==> src/rtl/gal_array_if.sv <==
//------------------------------------------------------------------------------
// gal_array_if : configuration handshake and logic I/O bundle for gal_array
// Revision: 1.0
//------------------------------------------------------------------------------
`default_nettype none

interface gal_array_if #(
  parameter int N = 4,
  parameter int M = 2
);
  logic         cfg_start;
  logic         cfg_valid;
  logic         cfg_data;
  logic         cfg_ready;
  logic         cfg_done;
  logic         cfg_rb;
  logic [N-1:0] input_vars;
  logic [M-1:0] output_vals;

  modport master (
    output cfg_start, cfg_valid, cfg_data, input_vars,
    input  cfg_ready, cfg_done, cfg_rb, output_vals
  );

  modport slave (
    input  cfg_start, cfg_valid, cfg_data, input_vars,
    output cfg_ready, cfg_done, cfg_rb, output_vals
  );
endinterface

`default_nettype wire

==> src/rtl/gal_array.sv <==
//------------------------------------------------------------------------------
// gal_array : serially configured AND/OR array with per-output macrocells
// Revision: 1.0
//------------------------------------------------------------------------------
`default_nettype none

module gal_array #(
  parameter int N = 4,
  parameter int M = 2,
  parameter int P = 4
) (
  input  wire logic   clk,
  input  wire logic   rst_n,
  gal_array_if.slave  bus
);

  localparam int CFG_LEN   = 2*N*P + P*M + 2*M;
  localparam int CW        = $clog2(CFG_LEN + 1);
  localparam int OR_BASE   = 2*N*P;
  localparam int CELL_BASE = 2*N*P + P*M;

  localparam logic [1:0] S_IDLE = 2'd0;
  localparam logic [1:0] S_LOAD = 2'd1;
  localparam logic [1:0] S_RUN  = 2'd2;

  logic [1:0]         state;
  logic [1:0]         state_nxt;
  logic [CFG_LEN-1:0] chain;
  logic [CW-1:0]      bit_cnt;
  logic               accept;
  logic               last_bit;
  logic [2*N-1:0]     lits;
  logic [P-1:0]       prod;
  logic [M-1:0]       sum;
  logic [M-1:0]       f;
  logic [M-1:0]       q;
  logic [M-1:0]       reg_sel;
  logic [M-1:0]       pol;

  // a start pulse wins over a coincident valid bit
  assign accept   = bus.cfg_valid & bus.cfg_ready & ~bus.cfg_start;
  assign last_bit = (bit_cnt == CW'(CFG_LEN - 1));

  always_ff @(posedge clk or negedge rst_n) begin
    if (!rst_n) state <= S_IDLE;
    else        state <= state_nxt;
  end

  always_comb begin
    state_nxt = state;
    case (state)
      S_IDLE:  if (bus.cfg_start) state_nxt = S_LOAD;
      S_LOAD:  if (bus.cfg_start)         state_nxt = S_LOAD;
               else if (accept && last_bit) state_nxt = S_RUN;
      S_RUN:   if (bus.cfg_start) state_nxt = S_LOAD;
      default: state_nxt = S_IDLE;
    endcase
  end

  always_comb begin
    bus.cfg_ready   = (state == S_LOAD);
    bus.cfg_done    = (state == S_RUN);
    bus.output_vals = (state == S_RUN) ? ((reg_sel & q) | (~reg_sel & f)) : '0;
  end

  always_ff @(posedge clk or negedge rst_n) begin
    if (!rst_n)             bit_cnt <= '0;
    else if (bus.cfg_start) bit_cnt <= '0;
    else if (accept)        bit_cnt <= last_bit ? '0 : bit_cnt + CW'(1);
  end

  always_ff @(posedge clk or negedge rst_n) begin
    if (!rst_n)      chain <= '0;
    else if (accept) chain <= {chain[CFG_LEN-2:0], bus.cfg_data};
  end

  assign bus.cfg_rb = chain[CFG_LEN-1];

  // empty product term evaluates to 1, empty sum to 0
  always_comb begin
    for (int n = 0; n < N; n++) begin
      lits[2*n]   = bus.input_vars[n];
      lits[2*n+1] = ~bus.input_vars[n];
    end
    for (int p = 0; p < P; p++) begin
      prod[p] = 1'b1;
      for (int k = 0; k < 2*N; k++) begin
        if (chain[p + k*P] && !lits[k]) prod[p] = 1'b0;
      end
    end
    for (int m = 0; m < M; m++) begin
      sum[m] = 1'b0;
      for (int p = 0; p < P; p++) begin
        sum[m] = sum[m] | (chain[OR_BASE + p + m*P] & prod[p]);
      end
    end
  end

  generate
    for (genvar m = 0; m < M; m++) begin : g_cell
      assign reg_sel[m] = chain[CELL_BASE + 2*m];
      assign pol[m]     = chain[CELL_BASE + 2*m + 1];
      assign f[m]       = sum[m] ^ pol[m];

      always_ff @(posedge clk or negedge rst_n) begin
        if (!rst_n)              q[m] <= 1'b0;
        else if (state == S_RUN) q[m] <= f[m];
        else                     q[m] <= 1'b0;
      end
    end
  endgenerate

endmodule

`default_nettype wire

==> src/flat_wrapper.sv <==
// flat-port wrapper written by rule: the top's interface ports become plain ports
module gal_array_flat 
#(
  parameter int N = 4,
  parameter int M = 2,
  parameter int P = 4
)
  (clk, rst_n, bus_cfg_start, bus_cfg_valid, bus_cfg_data, bus_input_vars, bus_cfg_ready, bus_cfg_done, bus_cfg_rb, bus_output_vals);
  gal_array_if #(.N(N), .M(M)) bus_i ();
  input  wire logic clk;
  input  wire logic rst_n;
  input wire logic [$bits(bus_i.cfg_start)-1:0] bus_cfg_start;
  input wire logic [$bits(bus_i.cfg_valid)-1:0] bus_cfg_valid;
  input wire logic [$bits(bus_i.cfg_data)-1:0] bus_cfg_data;
  input wire logic [$bits(bus_i.input_vars)-1:0] bus_input_vars;
  output wire logic [$bits(bus_i.cfg_ready)-1:0] bus_cfg_ready;
  output wire logic [$bits(bus_i.cfg_done)-1:0] bus_cfg_done;
  output wire logic [$bits(bus_i.cfg_rb)-1:0] bus_cfg_rb;
  output wire logic [$bits(bus_i.output_vals)-1:0] bus_output_vals;
  assign bus_i.cfg_start = bus_cfg_start;
  assign bus_i.cfg_valid = bus_cfg_valid;
  assign bus_i.cfg_data = bus_cfg_data;
  assign bus_i.input_vars = bus_input_vars;
  assign bus_cfg_ready = bus_i.cfg_ready;
  assign bus_cfg_done = bus_i.cfg_done;
  assign bus_cfg_rb = bus_i.cfg_rb;
  assign bus_output_vals = bus_i.output_vals;
  gal_array #(.N(N), .M(M), .P(P)) u_core (.clk(clk), .rst_n(rst_n), .bus(bus_i));
endmodule
==> config.mk <==
export PLATFORM = sky130hd
export DESIGN_NAME = gal_array_flat
export DESIGN_NICKNAME = d
export VERILOG_FILES = /design/src/rtl/gal_array_if.sv /design/src/rtl/gal_array.sv /design/src/flat_wrapper.sv
export SDC_FILE = /design/constraint.sdc
export NUM_CORES = 1
export LEC_CHECK = 0
export CAP_MARGIN = 20
export CORE_ASPECT_RATIO = 1.4
export CORE_UTILIZATION = 53
export CTS_CLUSTER_DIAMETER = 80
export DETAILED_ROUTE_END_ITERATION = 8
export PLACE_DENSITY = 0.82
export SLEW_MARGIN = 10
export SYNTH_ARGS = -nofsm -noshare
export SYNTH_HDL_FRONTEND = slang
export SYNTH_SLANG_ARGS = --single-unit
==> constraint.sdc <==
create_clock -name clk -period 3.7 [get_ports clk]
set_input_delay 1.11 -clock clk [delete_from_list [all_inputs] [get_ports clk]]
set_output_delay 1.11 -clock clk [all_outputs]
set_load 0.02 [all_outputs]
### Word level (Yosys, flattened, before mapping)

Index checks and enable logic that the tools add are counted.

* flip-flop bits (word level): 54
* word-level logic and storage cells: 117

* multiplexer cells: 42
* equality and inequality tests: 5
* reduce and logical (&&, ||, !) cells: 41
* $add $sub $neg: 1
* bitwise logic cells: 23

Operators by type and width (count)
* 2-to-1 mux 1 bit: 34
* logical AND 1 bit: 33
* 2-to-1 mux 6 bit: 3
* bitwise AND 1 bit: 10
* 2-to-1 mux 2 bit: 4
* adder 6 x 1 -> 6 bit, second input constant: 1
* == test 6 bit, second input constant: 1
* OR 1 bit: 6
* bitwise AND 2 bit: 2
* logical NOT 1 bit: 4
* case mux 2 bit (2 select lines): 1
* inequality test 3 bit, second input constant: 1
* == test 2 x 1 -> 1 bit, second input constant: 1
* == test 2 bit, second input constant: 1
* logical NOT 2 bit: 1
* inequality test 2 x 1 -> 1 bit, second input constant: 1
* inverter 2 bit: 1
* OR 2 bit: 1
* AND reduction 2 bit: 1
* nonzero test 2 bit: 1
* OR reduction 2 bit: 1
* XOR 1 bit: 2
* inverter 1 bit: 1

### Depth between registers and ports, before layout

Gate-level depths: netlist of run 1.

* word-level depth: 18
* depth in mapped cells: 6
* depth with buffers taken out: 6

### Worst setup path after synthesis of run 1

No wires, ideal clock.

* kind: input port to output port
* start point: in bus_input_vars[3]
* end point: out bus_output_vals[1]
* data required time: 2.590 ns
* data arrival time: 2.396 ns
* setup slack: 0.194 ns
* stages: 6
* path through: buf_2 -> mux2i_1 -> and4_1 -> a22oi_1 -> a2111oi_2 -> a311o_1

* word-level cells in the longest chain between the ends: 12
* elaborated cells between the ends (all ways): 28
* classes of those cells: mux: 9; bitwise: 10; reduce/logical: 9

Ends and longest elaborated chain
* start: declaration: line flat_wrapper.sv:15 `input wire logic [$bits(bus_i.input_vars)-1:0] bus_input_vars;`
* logical NOT 1 bit: line gal_array.sv:88 `if (chain[p + k*P] && !lits[k]) prod[p] = 1'b0;`
* logical AND 1 bit: line gal_array.sv:88
* 2-to-1 mux 1 bit (2 in a row): line gal_array.sv:88
* bitwise AND 1 bit: line gal_array.sv:94 `sum[m] = sum[m] | (chain[OR_BASE + p + m*P] & prod[p]);`
* OR 1 bit (2 in a row): line gal_array.sv:94
* OR 1 bit (*): line gal_array.sv:94
* XOR 1 bit (*): line gal_array.sv:103 `assign f[m] = sum[m] ^ pol[m];`
* bitwise AND 2 bit (*): line gal_array.sv:63 `bus.output_vals = (state == S_RUN) ? ((reg_sel & q) | (~reg_sel & f)) : '0;`
* OR 2 bit (*): line gal_array.sv:63
* 2-to-1 mux 2 bit (*): line gal_array.sv:63
* end: declaration: line flat_wrapper.sv:19 `output wire logic [$bits(bus_i.output_vals)-1:0] bus_output_vals;`

Every way passes the cells marked *; elsewhere a longest branch is shown, timed or not.

### Final worst setup path of run 1

* start point: in bus_input_vars[2]
* end point: out bus_output_vals[0]

* word-level cells in the longest chain between the ends: 14
* elaborated cells between the ends (all ways): 36
* classes of those cells: mux: 17; bitwise: 10; reduce/logical: 9

Ends and longest elaborated chain (line)
* logical NOT 1 bit: gal_array.sv:88
* logical AND 1 bit: gal_array.sv:88
* 2-to-1 mux 1 bit (4 in a row): gal_array.sv:88
* bitwise AND 1 bit: gal_array.sv:94
* OR 1 bit (2 in a row): gal_array.sv:94
* OR 1 bit (*): gal_array.sv:94
* XOR 1 bit (*): gal_array.sv:103
* bitwise AND 2 bit (*): gal_array.sv:63
* OR 2 bit (*): gal_array.sv:63
* 2-to-1 mux 2 bit (*): gal_array.sv:63

Marked as above.

==> reports/qor.csv, run 1 <==
stage,metric,value,unit
placed_design,dp_cells,258,
placed_design,dpl.hpwl,3.25,mm
setup_path,crit_path_cell_trace,buf_6 > mux2_4 > a211oi_4 > a32oi_2 > a2111oi_2 > a311o_1 > buf_6,
synthesis,synth_area_leaders,"dfrtp_1 55%, mux2_2 19%, mux2i_1 4.9%",
setup_path,crit_path_end_kind,primary output,
timing,slew_headroom,63.9,%
synthesis,synthArstFlopShare,100,%
drt,routed_via_density,5.94,
timing,tns,-0.239,ns
timing,fin_crit,3.82,ns
flow_run,maxCapViolations,0,
final_layout,drive_gt1_share,37.4,%
synthesis,synth-edff-count,0,
floorplanning,num_rows,28,
placed_design,place_congestion,0.785,
status,outcome,"finished, violations left",
clock_tree,path_clk_slew,0.09,ns
timing,finalWorstSetupSlack,-0.122,ns
synthesis,synth_cell_types,33,
timing,setup_violations,2,
power_and_ir_drop,power_density,475,nW/um2
timing,fin_worst_skew,0.0103,ns
floorplanning,start_util,56.4,%
floorplanning,core,4340,um2
setup_path,crit_required,2.59,ns
clock_tree,cts_root_buf,clkbuf_8,
synthesis,syn-num-nets,197,
final_layout,antenna_cells,0,
synthesis,synth_top_area_share,55.2,%
clock_tree,cts_hold_buffers,0,
timing,finalHoldViolCount,0,
drt,first_pass_iters,4,
setup_path,crit_fanout,4,
setup_path,path_class,in2out,
setup_path,path_buf_inv,2,
synthesis,yosysMostFrequentCell,dfrtp_1,
floorplanning,dieArea,4900,um2
drt,vias,1579,
global_route,gr-total-overflow,0,
synthesis,synth_warnings,0,
setup_path,crit_top_cell,buf_6,
drt,drt-wirelength-per-cell,17.7,um
clock_tree,clkLatencyLatePin,0.31,ns
final_layout,nets,216,
synthesis,synth_area,2450,um2
drt,drt-total-wl,4.71,mm
drt,drc_errors,0,
final_layout,final_util,65.6,%
clock_tree,cts_num_sinks,54,
drt,drtAntennaViolNets,0,
synthesis,avgSynthCellArea,13.1,um2
placed_design,port_buffers,13,
setup_path,cp_slowest_cell,a2111oi_2,
power_and_ir_drop,leakagePower,0.00131,uW
drt,drt_iter0_markers,108,
global_route,grt_pass1_wl,7.72,mm
global_route,grt_start_max_net_pins,47,
synthesis,ys_ff_latch,54,
global_route,grt_use_total,21.8,%
final_layout,fin_cells,266,
floorplanning,die_x,59.4,um
timing,rsz0062_at_grt,yes,
clock_tree,cts_buffer_depth,2,
timing,fin_crit_sh,103,%
timing,max_freq,0.262,GHz
global_route,grt_pass1_vias,1601,
status,violations,negative setup slack,
floorplanning,die_h,82.4,um
setup_path,critPathTopFamily,compound AO/OA/AOI/OAI gates,
worst_hold_path,hp-class,reg2reg,
clock_tree,tritoncts,built,
global_route,antenna_found_initial,0,
power_and_ir_drop,ir_worst_vdd,303,uV
clock_tree,cts_buffers,5,
synthesis,synth_ff_type,dfrtp_1,
synthesis,synth_seq_area_share,55.2,%
setup_path,setup.worst_path.start_class,primary input,
synthesis,syn_inst,187,
clock_tree,htree_levels,2,
floorplanning,ioPinCount,14,
synthesis,yosysTopAreaCell,dfrtp_1,
setup_path,worstPathArrival,2.71,ns
setup_path,max_stage_delay,0.37,ns
timing,slew_violations,0,
synthesis,synthTopCellsByCount,"54 x dfrtp_1, 42 x mux2_2, 12 x mux2i_1",
timing,tightestPinTransition,0.542,ns
final_layout,syn_to_final_growth,16.3,%
## path summary, 6_finish.rpt
kind,startpoint,depth (start not counted),to,slack [ns]
setup / recovery,bus_input_vars[2],7,bus_output_vals[0],-0.12
hold / removal,u_core.state[1],1,u_core.state[0],0.51
setup reg to reg,u_core.state[1],5,u_core.chain[19],1.75
hold reg to reg,u_core.state[1],1,u_core.state[0],0.51
max in group asynchronous,rst_n,2,u_core.chain[27],2.19
min in group asynchronous,rst_n,1,u_core.chain[42],0.70
## placed cells by master (no fill, tap or decap), types with 2 or more instances in the layout
cell type	netlist	final
dfrtp_1	54	54
mux2_2	42	42
mux2i_1	12	11
a21oi_1	10	10
nand2_1	8	8
nor2_1	8	8
clkbuf_8	0	6
clkdlybuf4s50_1	0	6
buf_4	3	6
buf_6	0	5
nor3_1	4	4
o21ai_0	4	4
inv_1	3	3
buf_2	2	3
mux2_4	2	2
nor2b_1	2	2
a211oi_4	0	2
and4_1	3	2
a22oi_2	0	2
and3_1	3	2
a311o_1	2	2
nand3_1	2	2
nor3b_1	2	2
nand4_1	2	2
## cells by family (layout without fill, tap and decap cells)
family / count (synthesis) / in the layout / synth area share (%)
XOR/XNOR: 1 / 1 / 0.358
flip-flops: 54 / 54 / 55.2
adder cells (fa/ha/maj): 1 / 1 / 0.511
AND/OR/NAND/NOR: 39 / 39 / 8.69
AO/OA/AOI/OAI: 25 / 25 / 7.51
buffers and inverters: 11 / 30 / 2.30
multiplexers: 56 / 56 / 25.4
## area by class of cell
class                   count  area, um2
clock buffers               6       82.6
clock inverters             1       30.0
fillers                   344       1500
inverters                   3       11.3
multi-input cells         122       1120
flip-flops and latches     54       1350
well taps                  60       75.1
repair buffers             20        176
## power breakdown
part	internal, uW	leakage, uW	total [uW]	switching (uW)
clock	216	0.0000573	394	177
sequential	666	0.000724	730	63.7
combinational	126	0.000527	230	104
## flip-flops by register name (all words and copies together), names as in the netlist
register	cells
u_core.state	2
u_core.bit_cnt	6
u_core.q	2
u_core.chain	44
## per-layer routing
layer,GRT usage [%],wire length (um)
met1,24.1,1870
met2,40.6,2620
met3,4.21,134
met4,7.86,94
met5,0,0
## stage by stage
| step | cell area, um2 | power (uW) | hold WS [ns] | setup slack [ns] |
|---|---|---|---|---|
| 6_report | 2850 | 1350 | 0.513 | -0.122 |
| 5_1_grt | 2850 | 1420 | 0.524 | -0.167 |
| 4_1_cts | 2810 | 1360 | 0.498 | -0.103 |
| 3_5_place_dp | 2650 | 944 | 0.490 | -0.976 |
| 3_3_place_gp | 2650 | 919 | 0.457 | -0.906 |
| 2_1_floorplan | 2450 | 864 | 0.448 | 0.194 |
## timing repair
item / 4_1_cts / 5_1_grt
setup buffers: 1 / 0
endpoints found under the setup margin: 2 / 2
resized for setup: 36 / 6
pin swaps: 9 / 8
(Power assumes the default switching activity.)
==> inputs of run 2 (changes only) <==
TNS_END_PERCENT = 5   (was not set)
==> run 2 against run 1 <==
The run still ends with negative setup slack left. Via count decreased by 0.25%. Utilization decreased by 0.086 points. Flip-flop and latch count unchanged. Maximum frequency increased by 0.14%.
==> reports/qor.csv, run 2 (same netlist as run 1, synthesis figures left out) <==
stage,metric,value,unit,change
worst_hold_path,min_to,u_core.state[0],,unchanged
final_layout,largest-register,u_core.chain,,unchanged
setup_path,r2r-start,u_core.state[1],,unchanged
worst_hold_path,hp-start,u_core.state[1],,unchanged
setup_path,crit_path_end_kind,primary output,,unchanged
floorplanning,dieArea,4900,um2,unchanged
power_and_ir_drop,p_seq_share,54.0,%,was 53.9%
clock_tree,cts_buffer_depth,2,,unchanged
setup_path,worstPathArrival,2.71,ns,about the same
floorplanning,core,4340,um2,unchanged
drt,drt-wirelength-per-cell,17.7,um,about the same
final_layout,drive_gt1_share,37.4,%,unchanged
setup_path,path_class,in2out,,unchanged
drt,vias,1575,,was 1579
final_layout,final_common_cell,dfrtp_1,,unchanged
timing,slew_headroom,64.0,%,was 63.9%
drt,first_pass_iters,4,,unchanged
placed_design,place_congestion,0.785,,unchanged
floorplanning,start_util,56.4,%,unchanged
power_and_ir_drop,p_switching,344,uW,was 345 uW
floorplanning,ioPinCount,14,,unchanged
global_route,grt_start_max_net_pins,47,,unchanged
clock_tree,cts_root_buf,clkbuf_8,,unchanged
drt,drt-total-wl,4.72,mm,was 4.71 mm
status,outcome,"finished, violations left",,unchanged
final_layout,final_cell_mix,"54 x dfrtp_1, 42 x mux2_2, 11 x mux2i_1",,unchanged
final_layout,design_area,2840,um2,was 2850 um2
setup_path,crit_required,2.59,ns,about the same
global_route,grt_use_total,21.8,%,unchanged
setup_path,rrSetupSlack,1.75,ns,about the same
final_layout,largest_reg_flops,44,,unchanged
final_layout,antenna_cells,0,,unchanged
power_and_ir_drop,power.total,1350,uW,about the same
drt,drc_errors,0,,unchanged
timing,slew_violations,0,,unchanged
timing,finalHoldViolCount,0,,unchanged
clock_tree,cts_num_sinks,54,,unchanged
global_route,grt_pass1_vias,1601,,unchanged
global_route,gr-total-overflow,0,,unchanged
worst_hold_path,hp-class,reg2reg,,unchanged
clock_tree,path_clk_slew,0.09,ns,about the same
timing,fin_crit_sh,103,%,about the same
floorplanning,num_rows,28,,unchanged
drt,drtAntennaViolNets,0,,unchanged
final_layout,reg.largest.list,"u_core.chain (44), u_core.bit_cnt (6)",,unchanged
placed_design,postPlaceCellArea,2650,um2,unchanged
setup_path,crit_fanout,4,,unchanged
global_route,antenna_found_initial,0,,unchanged
placed_design,port_buffers,13,,unchanged
floorplanning,die_h,82.4,um,unchanged
power_and_ir_drop,p_comb_share,17.0,%,about the same
timing,finalWorstSetupSlack,-0.117,ns,was -0.122 ns
timing,tightestPinTransition,0.539,ns,was 0.542 ns
power_and_ir_drop,power_frac_clock,29.1,%,about the same
flow_run,maxCapViolations,0,,unchanged
worst_hold_path,worstHoldPathCells,1,,unchanged
final_layout,syn_to_final_growth,16.1,%,was 16.3%
status,violations,negative setup slack,,unchanged
drt,drt_iter0_markers,123,,was 108
power_and_ir_drop,leakagePower,0.00131,uW,about the same
setup_path,reg2reg_depth,5,,unchanged
power_and_ir_drop,swShare,25.4,%,was 25.5%
power_and_ir_drop,power_density,476,nW/um2,was 475 nW/um2
drt,routed_via_density,5.92,,was 5.94
timing,fin_crit,3.82,ns,about the same
timing,setup_violations,2,,unchanged
global_route,grt_pass1_wl,7.72,mm,unchanged
final_layout,nets,216,,unchanged
timing,fin_worst_skew,0.00997,ns,was 0.0103 ns
clock_tree,htree_levels,2,,unchanged
clock_tree,cts_buffers,5,,unchanged
timing,max_freq,0.262,GHz,about the same
timing,tns,-0.217,ns,was -0.239 ns
power_and_ir_drop,ir_worst_vdd,303,uV,about the same
floorplanning,die_x,59.4,um,unchanged
clock_tree,tritoncts,built,,unchanged
placed_design,dpl.hpwl,3.25,mm,unchanged
setup_path,r2r-end,u_core.chain[19],,unchanged
setup_path,setup.worst_path.start_class,primary input,,unchanged
timing,rsz0062_at_grt,yes,,unchanged
power_and_ir_drop,internal_power,1010,uW,about the same
clock_tree,clkLatencyLatePin,0.31,ns,about the same
==> run 2: cell types whose count changed in the layout (fill, tap and decap cells not counted) <==
cell,delta
buf_4,+1
buf_6,-1
==> run 2: stage by stage <==
step | utilization (%) | worst slack (ns) | std cells | hold WS, ns
2_1_floorplan | - | 0.194 | 187 | 0.448
3_3_place_gp | 61.1 | -0.906 | 258 | 0.457
3_5_place_dp | 61.1 | -0.976 | 258 | 0.490
4_1_cts | 64.6 | -0.103 | 266 | 0.498
5_1_grt | 65.5 | -0.167 | 266 | 0.524
6_report | 65.5 | -0.117 | 266 | 0.516
==> run 2: worst max-delay path, stage by stage <==
cell and delay, ns:
buf_6 0.10, mux2_4 0.31, a211oi_4 0.30, a32oi_4 0.19, buf_6 0.15, and3_4 0.13
a311o_1 0.28, buf_6 0.14
==> run 2: how the worst max path moves through the flow <==
stage	end	slack, ns	cells past startpoint	startpoint
after floorplan	bus_output_vals[1]	0.19	6	bus_input_vars[3]
after global placement	bus_output_vals[0]	-0.91	8	bus_input_vars[2]
after detailed placement	bus_output_vals[1]	-0.98	7	bus_input_vars[2]
after CTS	bus_output_vals[1]	-0.10	8	bus_input_vars[2]
after global routing	bus_output_vals[1]	-0.17	8	bus_input_vars[2]
final	bus_output_vals[1]	-0.12	8	bus_input_vars[2]
==> run 2: final cells by class <==
class	instances	area, um2
inverters	3	11.3
clock inverters	1	30.0
well taps	60	75.1
repair buffers	20	173
fillers	344	1500
clock buffers	6	82.6
flip-flops and latches	54	1350
multi-input cells	122	1120
==> run 2: routing by layer <==
layer / routed length, um / global-route usage, % / vias to the layer above
met1: 1870 / 24.1 / 815
met3: 135 / 4.21 / 10
met2: 2620 / 40.6 / 34
met5: 0 / 0 / -
li1: - / - / 716
met4: 90 / 7.86 / 0
==> run 2: power by group through the flow <==
stage / clock network (uW) / registers [uW] / logic, uW
5_1_grt: 427 / 741 / 248
4_1_cts: 403 / 731 / 227
2_1_floorplan: 0 / 715 / 149
3_3_place_gp: 0 / 727 / 192
3_5_place_dp: 0 / 740 / 204
6_report: 393 / 730 / 229
==> run 2: what timing repair did <==
action	CTS	global route
resized for setup	36	5
setup endpoints to repair	2	2
pin swaps	9	6
buffers inserted	1	0
hold buffers	0	0
==> inputs of run 3 (changes only) <==
--- a/config.mk
+++ b/config.mk
@@ -7,8 +7,9 @@
 export LEC_CHECK = 0
 export CAP_MARGIN = 20
-export CORE_ASPECT_RATIO = 1.4
+export CORE_ASPECT_RATIO = 1.75
 export CORE_UTILIZATION = 53
 export CTS_CLUSTER_DIAMETER = 80
 export DETAILED_ROUTE_END_ITERATION = 8
+export GPL_ROUTABILITY_DRIVEN = 0
 export PLACE_DENSITY = 0.82
 export SLEW_MARGIN = 10
==> constraint.sdc (replaced) <==
create_clock -name clk -period 3.7 [get_ports clk]
set_input_delay 0.74 -clock clk [delete_from_list [all_inputs] [get_ports clk]]
set_output_delay 0.74 -clock clk [all_outputs]
set_load 0.02 [all_outputs]
==> run 3 against run 2 <==
The run now ends clean. Sequential share of layout area is 1.8 points higher. Clock skew is 0.00054 ns lower. Worst hold slack worse by 0.065 ns. Final cell count is 3.8% lower. Sequential power is 0.8% lower. Die area is 0.14% higher. Flip-flop and latch count stayed put. Register-to-register slack worse by 0.14 ns. Global-route usage is 0.50 points lower. Total power is 7.2% lower. Critical endpoint is now bus_output_vals[0]. Largest power group unchanged.
==> reports/qor.csv, run 3 (same netlist as run 1, synthesis figures left out) <==
stage,metric,value,unit,change
drt,drt-wirelength-per-cell,17.4,um,was 17.7 um
final_layout,largest_reg_flops,44,,unchanged
power_and_ir_drop,p_switching,322,uW,was 344 uW
clock_tree,tritoncts,built,,unchanged
power_and_ir_drop,power_frac_clock,26.3,%,was 29.1%
power_and_ir_drop,p_comb_share,16.0,%,was 17.0%
final_layout,syn_to_final_growth,11.9,%,was 16.1%
drt,drt-total-wl,4.46,mm,was 4.72 mm
final_layout,antenna_cells,0,,unchanged
drt,vias,1535,,was 1575
floorplanning,die_h,91.9,um,was 82.4 um
power_and_ir_drop,internal_power,933,uW,was 1010 uW
global_route,grt_pass1_wl,7.46,mm,was 7.72 mm
final_layout,final-seq-area,1350,um2,unchanged
timing,whs,0.451,ns,was 0.516 ns
flow_run,maxCapViolations,0,,unchanged
floorplanning,start_util,55.6,%,was 56.4%
timing,slew_headroom,55.3,%,was 64.0%
setup_path,crit_fanout,4,,unchanged
setup_path,setup.worst_path.start_class,primary input,,unchanged
clock_tree,clkLatencyLatePin,0.31,ns,about the same
timing,fin_crit,3.52,ns,was 3.82 ns
setup_path,worstPathArrival,2.78,ns,was 2.71 ns
setup_path,path_class,in2out,,unchanged
drt,routed_via_density,6.00,,was 5.92
worst_hold_path,hp-class,in2async,,was reg2reg
timing,fin_crit_sh,95.0,%,was 103%
setup_path,crit_required,2.96,ns,was 2.59 ns
status,outcome,"finished, final reports clean",,"was finished, violations left"
clock_tree,cts_setup_buffers,0,,was 1
clock_tree,cts_hold_buffers,0,,unchanged
power_and_ir_drop,power_density,458,nW/um2,was 476 nW/um2
global_route,antenna_found_initial,0,,unchanged
floorplanning,num_rows,32,,was 28
setup_path,crit_path_cell_trace,clkdlybuf4s50_1 > mux2_4 > a211oi_2 > a32oi_1 > a2111oi_2 > a311o_1 > clkbuf_2,,was buf_6 > mux2_4 > a211oi_4 > a32oi_4 > buf_6 > and3_4 > a311o_1 > buf_6
final_layout,final_cell_mix,"54 x dfrtp_1, 42 x mux2_2, 12 x mux2i_1",,"was 54 x dfrtp_1, 42 x mux2_2, 11 x mux2i_1"
clock_tree,cts_buffers,5,,unchanged
final_layout,largest-register,u_core.chain,,unchanged
clock_tree,cts_num_sinks,54,,unchanged
final_layout,final_common_cell,dfrtp_1,,unchanged
timing,setup_violations,0,,was 2
drt,first_pass_iters,4,,unchanged
timing,tightestPinTransition,0.670,ns,was 0.539 ns
global_route,grt_start_max_net_pins,55,,was 47
clock_tree,cts_buffer_depth,2,,unchanged
global_route,grt_pass1_vias,1647,,was 1601
clock_tree,htree_levels,2,,unchanged
floorplanning,dieArea,4910,um2,was 4900 um2
final_layout,reg.largest.list,"u_core.chain (44), u_core.bit_cnt (6)",,unchanged
global_route,gr-total-overflow,0,,unchanged
drt,drt_iter0_markers,37,,was 123
timing,max_freq,0.284,GHz,was 0.262 GHz
timing,slew_violations,0,,unchanged
setup_path,crit_path_end_kind,primary output,,unchanged
placed_design,dpl.hpwl,3.24,mm,was 3.25 mm
setup_path,r2r-start,u_core.state[1],,unchanged
final_layout,multi_input_area,1050,um2,was 1120 um2
setup_path,path_buf_inv,2,,was 3
final_layout,n_fill_cell,356,,was 344
power_and_ir_drop,p_seq_share,57.7,%,was 54.0%
power_and_ir_drop,ir_worst_vdd,327,uV,was 303 uV
floorplanning,ioPinCount,14,,unchanged
final_layout,nets,214,,was 216
drt,drc_errors,0,,unchanged
power_and_ir_drop,swShare,25.7,%,was 25.4%
timing,finalHoldViolCount,0,,unchanged
timing,tns,0,ns,was -0.217 ns
floorplanning,core,4400,um2,was 4340 um2
setup_path,critPathTopFamily,compound AO/OA/AOI/OAI gates,,unchanged
floorplanning,die_x,53.4,um,was 59.4 um
placed_design,port_buffers,13,,unchanged
timing,fin_worst_skew,0.00943,ns,was 0.00997 ns
final_layout,drive_gt1_share,31.7,%,was 37.4%
setup_path,cp_slowest_cell,clkdlybuf4s50_1,,was mux2_4
power_and_ir_drop,leakagePower,0.00129,uW,was 0.00131 uW
global_route,grt_use_total,21.3,%,was 21.8%
timing,rsz0062_at_grt,no,,was yes
setup_path,max_stage_delay,0.50,ns,was 0.31 ns
drt,drtAntennaViolNets,0,,unchanged
setup_path,crit_start,bus_input_vars[2],,unchanged
clock_tree,cts_root_buf,clkbuf_8,,unchanged
clock_tree,path_clk_slew,0.09,ns,about the same
-- run 3: metal layers --
layer / GRT usage (%) / share of wire (%)
met5: 0 / 0
met4: 12.1 / 3.3
met3: 4.15 / 2.7
met2: 37.7 / 57
met1: 21.8 / 37
-- run 3: path summary, 6_finish.rpt --
check	to	slack, ns	depth (start not counted)
max in group asynchronous	u_core.chain[7]	2.78	1
hold reg to reg	u_core.state[0]	0.52	1
setup reg to reg	u_core.chain[2]	1.61	5
setup / recovery	bus_output_vals[0]	0.18	7
hold / removal	u_core.bit_cnt[3]	0.45	1
min in group clk	u_core.state[0]	0.52	1
-- run 3: power groups by stage --
| stage | clock (uW) | combinational (uW) | sequential, uW |
|---|---|---|---|
| after floorplan | 0 | 149 | 715 |
| after global placement | 0 | 193 | 733 |
| after detailed placement | 0 | 201 | 737 |
| after CTS | 342 | 204 | 724 |
| after global routing | 365 | 221 | 736 |
| final | 330 | 201 | 724 |
-- run 3: worst register-to-register path: cells and delay by family (launching register included) --
family        cells  cell delay, ns
simple gates      3            0.93
flops             1            0.42
mux               1            0.36
buf+inv           1            0.27
-- run 3: per-stage QoR --
stage | instance area [um2] | cells | power, uW | setup slack, ns | util (%)
final | 2740 | 256 | 1260 | 0.184 | 62.2
after global routing | 2740 | 256 | 1320 | 0.0176 | 62.2
after CTS | 2740 | 256 | 1270 | 0.0146 | 62.3
after detailed placement | 2650 | 248 | 938 | -0.288 | 60.1
after global placement | 2650 | 248 | 926 | -0.200 | 60.1
after floorplan | 2450 | 187 | 864 | 0.934 | -
-- run 3: repair_timing --
item	in CTS	in global routing
pin swaps	0	0
resized for setup	4	5
endpoints found under the setup margin	2	2
gates cloned	0	0
-- run 3: final cells by class --
class,count,share of cell area (%)
inverter,3,0.411
multi-input combinational,122,38.4
sequential,54,49.3
timing repair buffer,18,6.16
clock inverter,1,0.183
tap,51,2.33
clock buffer,7,3.15
==> edit 1 (settings of run 2) <==
`N` is set to 4 in 3 places; all go to 8.
--- a/src/rtl/gal_array_if.sv
+++ b/src/rtl/gal_array_if.sv
@@ -5,7 +5,7 @@
 `default_nettype none
 
 interface gal_array_if #(
-  parameter int N = 4,
+  parameter int N = 8,
   parameter int M = 2
 );
   logic         cfg_start;
--- a/src/rtl/gal_array.sv
+++ b/src/rtl/gal_array.sv
@@ -5,7 +5,7 @@
 `default_nettype none
 
 module gal_array #(
-  parameter int N = 4,
+  parameter int N = 8,
   parameter int M = 2,
   parameter int P = 4
 ) (
--- a/src/flat_wrapper.sv
+++ b/src/flat_wrapper.sv
@@ -1,7 +1,7 @@
 // flat-port wrapper written by rule: the top's interface ports become plain ports
 module gal_array_flat 
 #(
-  parameter int N = 4,
+  parameter int N = 8,
   parameter int M = 2,
   parameter int P = 4
 )
Ports: changed (resized bus_input_vars); port bits go from 14 to 18. No check against the original RTL was run, so the function may have changed too.
==> edit 1 against run 2 <==
Sequential power up 44%. Synthesized area is 63% higher. Cell area up 58%. Combinational power is 8% higher. Sequential cell count rose by 33. Routed wire length grew 69%. Non-clock buffer count up 9. Power up 41%. Utilization down 4.2 points. The run still ends with negative setup slack left. Setup slack improved by 0.0083 ns.
==> edit 1: results (changes against run 2) <==
PortBufs 17 (was 13); Sw Share 27.01% (was 25.45%); worst reg-to-reg setup slack 1.93 ns (was 1.75 ns); post-CTS sizing 61 (was 36); met3 GRT Util 4.629% (was 4.206%); Mapped Nets 462 (was 197); LEAKAGE 2.436 nW (was 1.308 nW); sequential cell area fraction in the yosys report 54.55% (was 55.19%); VDD IR max 0.2286 mV (was 0.3026 mV); setup_tns -0.1085 ns (was -0.2169 ns); vias in the first global route 2821 (was 1601); post-detail-place hpwl 5226 um (was 3252 um); pre-CTS WS -1.104 ns (was -0.9759 ns); Commonest cells post-synth nand2_1, dfrtp_1, mux2i_1 (was dfrtp_1, mux2_2, mux2i_1); Worst Skew 0.008089 ns (was 0.009972 ns); Crit path largest cell delay 0.37 ns (was 0.31 ns); top post-synthesis cells by area dfrtp_1, nand2_1, mux2i_1 (was dfrtp_1, mux2_2, mux2i_1); Slowest-stage cell, CP a2111oi_2 (was mux2_4); met2 usage in global routing 34.95% (was 40.56%); layout cell share with drive strength beyond 1 10.90% (was 37.38%); Fillers 647 (was 344); FF-to-FF End u_core.q[0]$_DFF_PN0_ (was u_core.chain[19]$_DFFE_PN0P_); worst-margin pin slew 0.5291 ns (was 0.5395 ns); synth unique cells 41 (was 33); fin worst setup slack -0.1085 ns (was -0.1167 ns); Vias 3025 (was 1575); Crit path max-delay family simple AND/OR/NAND/NOR gates (was compound AO/OA/AOI/OAI gates); # setup viols final 1 (was 2); Hold Path Cell Cnt 2 (was 1); Hold Startpoint u_core.chain[10]$_DFFE_PN0P_ (was u_core.state[1]$_DFFE_PN0P_); worst-case reg-to-reg path depth 7 (was 5); H-tree lvl count 3 (was 2); DR iter-0 viols 288 (was 123); worst skew pair latency 0.36 ns (was 0.31 ns); Total Routing Usage GR 22.59% (was 21.79%); Mean Syn Cell Area 8.909 um2 (was 13.09 um2); met2 wire len 4099 um (was 2622 um); status finished, violations left (unchanged); first-pass GRT wire length 13390 um (was 7721 um); Vias/cell 5.354 (was 5.921); utilization after layout 61.26% (was 65.47%); failing checks negative setup slack (unchanged); CTS Buf Count 9 (was 5); placed cell area 4243 um2 (was 2654 um2); Hold Path Sink u_core.chain[11]$_DFFE_PN0P_ (was u_core.state[0]$_DFFE_PN0P_)
-- edit 1: cell types whose count changed in the layout (fill, tap and decap cells not counted), sizes merged, moves of 9 or more --
cell,change
nand2,+230
mux2,-44
dfrtp,+33
mux2i,+20
buf,+9
-- edit 1: logic make-up (layout without fill, tap and decap cells) --
family	count (synthesis)	after routing	share of synthesized area, %
simple gates	275	275	28.97
flops	87	87	54.55
mux	32	32	8.025
buf+inv	28	48	3.761
compound gates	23	23	3.950
xor+xnor	2	2	0.4390
fa+ha+maj	1	1	0.3134
-- edit 1: layout make-up --
cell class	count	area share, %
sequential	87	48.59
multi-input combinational	333	37.81
timing repair buffer	29	6.702
clock buffer	13	3.546
tap	97	2.709
clock inverter	3	0.3910
inverter	3	0.2513
-- edit 1: power groups by stage --
stage	clock, mW	sequential [mW]	combinational (mW)
floorplan	0	1.06	0.167
global placement	0	1.07	0.229
detailed placement	0	1.07	0.234
CTS	0.612	1.05	0.246
global route	0.652	1.06	0.273
finish	0.602	1.05	0.248
==> edit 2 (settings of run 2) <==
Without the edit above. One comparison of `bit_cnt` changes from == to >=.
--- a/src/rtl/gal_array.sv
+++ b/src/rtl/gal_array.sv
@@ -39,7 +39,7 @@
 
   // a start pulse wins over a coincident valid bit
   assign accept   = bus.cfg_valid & bus.cfg_ready & ~bus.cfg_start;
-  assign last_bit = (bit_cnt == CW'(CFG_LEN - 1));
+  assign last_bit = (bit_cnt >= CW'(CFG_LEN - 1));
 
   always_ff @(posedge clk or negedge rst_n) begin
     if (!rst_n) state <= S_IDLE;
Behaviour: same outputs for any inputs over 10 cycles, from zero or initial values and one cycle with rst_n low; that may be too few to reach the edited logic, so the function may still have changed.
==> edit 2 against run 2 <==
The flow still finishes with violations (negative setup slack). Count of clock-buffer cells in the layout decreased by 1. Routed wire length is 2.9% lower. Cell area is 1.5% higher. Clock power fell by 1%. Largest cell class unchanged. Sequential share of layout area down 0.68 points. Synthesized area is essentially flat. Setup slack gained 0.041 ns. Largest power group unchanged. Sequential cell count unchanged. First-iteration DRC count down 46%. Critical endpoint unchanged. Worst hold slack got worse by 0.031 ns. Power grew 1.7%.
==> edit 2: results (changes against run 2) <==
met1 GRT Util 27.14% (was 24.14%); Crit path max-delay family buffers and inverters (was compound AO/OA/AOI/OAI gates); sequential cell area fraction in the yosys report 55.16% (was 55.19%); Mapped Nets 192 (was 197); first-pass GRT wire length 7872 um (was 7721 um); status finished, violations left (unchanged); FF-to-FF End u_core.chain[12]$_DFFE_PN0P_ (was u_core.chain[19]$_DFFE_PN0P_); VDD IR max 0.3237 mV (was 0.3026 mV); Mean Syn Cell Area 13.46 um2 (was 13.09 um2); pre-CTS WS -0.9706 ns (was -0.9759 ns); # placed instances 255 (was 258); synth unique cells 32 (was 33); failing checks negative setup slack (unchanged); Commonest cells post-synth dfrtp_1, mux2_2, mux2i_1 (unchanged); LEAKAGE 1.343 nW (was 1.308 nW); Slowest-stage cell, CP a311o_1 (was mux2_4); met2 usage in global routing 37.53% (was 40.56%); worst-path fanout max 5 (was 4); Final #Nets 213 (was 216); worst-case reg-to-reg path depth 4 (was 5); worst reg-to-reg setup slack 1.72 ns (was 1.75 ns); top post-synthesis cells by area dfrtp_1, mux2_2, mux2i_1 (unchanged); Vias 1517 (was 1575); Pre-antenna DRT Iters 4 (unchanged); met3 GRT Util 5.919% (was 4.206%); CTS Buf Count 5 (unchanged); Worst EP arrival 2.67 ns (was 2.71 ns); Critical Path Source bus_input_vars[1] (was bus_input_vars[2]); post-DR wirelength/cell 17.36 um (was 17.74 um); fin worst setup slack -0.07544 ns (was -0.1167 ns); Hold Path Cell Cnt 1 (unchanged); Critical R2R Launch u_core.state[0]$_DFFE_PN0P_ (was u_core.state[1]$_DFFE_PN0P_); Yosys Warn Count 0 (unchanged); DR iter-0 viols 66 (was 123); layout cell share with drive strength beyond 1 40.69% (was 37.38%); Crit path largest cell delay 0.33 ns (was 0.31 ns); Post-synth ARST share 100.0% (unchanged); Worst Skew 0.01474 ns (was 0.009972 ns); largest net degree at the start of global routing 55 (was 47); Vias/cell 5.746 (was 5.921); Hold Path Sink u_core.state[0]$_DFFE_PN0P_ (unchanged); Fillers 345 (was 344); H-tree lvl count 2 (unchanged); Total Routing Usage GR 22.14% (was 21.79%); post-detail-place hpwl 3046 um (was 3252 um); GP Congestion 0.7638 (was 0.7846); worst-margin pin slew 0.6547 ns (was 0.5395 ns); # setup viols final 2 (unchanged); vias in the first global route 1626 (was 1601); CP Capture Point bus_output_vals[1] (unchanged)
-- edit 2: changes by cell type after synthesis, sizes merged, moves of 2 or more --
cell    change
nor2        -9
a21oi       -4
a21o        +2
nand3       +2
nand4       -2
nor3        -2
nor3b       +2
o21a        +2
o21ai       +2
o21bai      +2
-- edit 2: per-stage QoR --
step	hold slack [ns]	setup TNS, ns	area (um2)
after CTS	0.4794	-0.03739	2846
after floorplan	0.4416	0	2450
final	0.4847	-0.1204	2885
after detailed placement	0.4666	-1.926	2678
after global routing	0.5156	-0.2314	2885
after global placement	0.4528	-1.791	2678
-- edit 2: cell type report --
class	count	area (um2)	share of cell area, %
repair buffers	22	207.7	7.199
flip-flops and latches	54	1351	46.83
clock inverters	3	40.04	1.388
clock buffers	5	68.82	2.385
multi-input cells	116	1127	39.07
inverters	4	15.01	0.5204
well taps	60	75.07	2.602
-- edit 2: timing repair --
| item | CTS | global route |
|---|---|---|
| resized for setup | 42 | 4 |
| pin swaps | 9 | 1 |
| hold endpoints to repair | 0 | 0 |
| setup buffers | 1 | 0 |
| setup endpoints to repair | 2 | 2 |
-- edit 2: layer usage --
metal | wire length, um | up-vias
li1 | - | 707
met1 | 1918 | 776
met2 | 2449 | 27
met3 | 146 | 7
met4 | 68 | 0
met5 | 0 | -
-- edit 2: power breakdown --
group	leakage [nW]	switching, mW	internal, mW
Combinational	0.561	0.109	0.145
Clock	0.0579	0.190	0.199
Sequential	0.724	0.0662	0.666
-- edit 2: kinds of logic (layout without fill, tap and decap cells) --
group	count (synthesis)	in the layout	share of synthesized area [%]
mux	56	56	25.43
flops	54	54	55.16
compound gates	29	29	8.937
simple gates	29	29	7.100
buf+inv	12	34	2.502
fa+ha+maj	1	1	0.5106
xor+xnor	1	1	0.3576
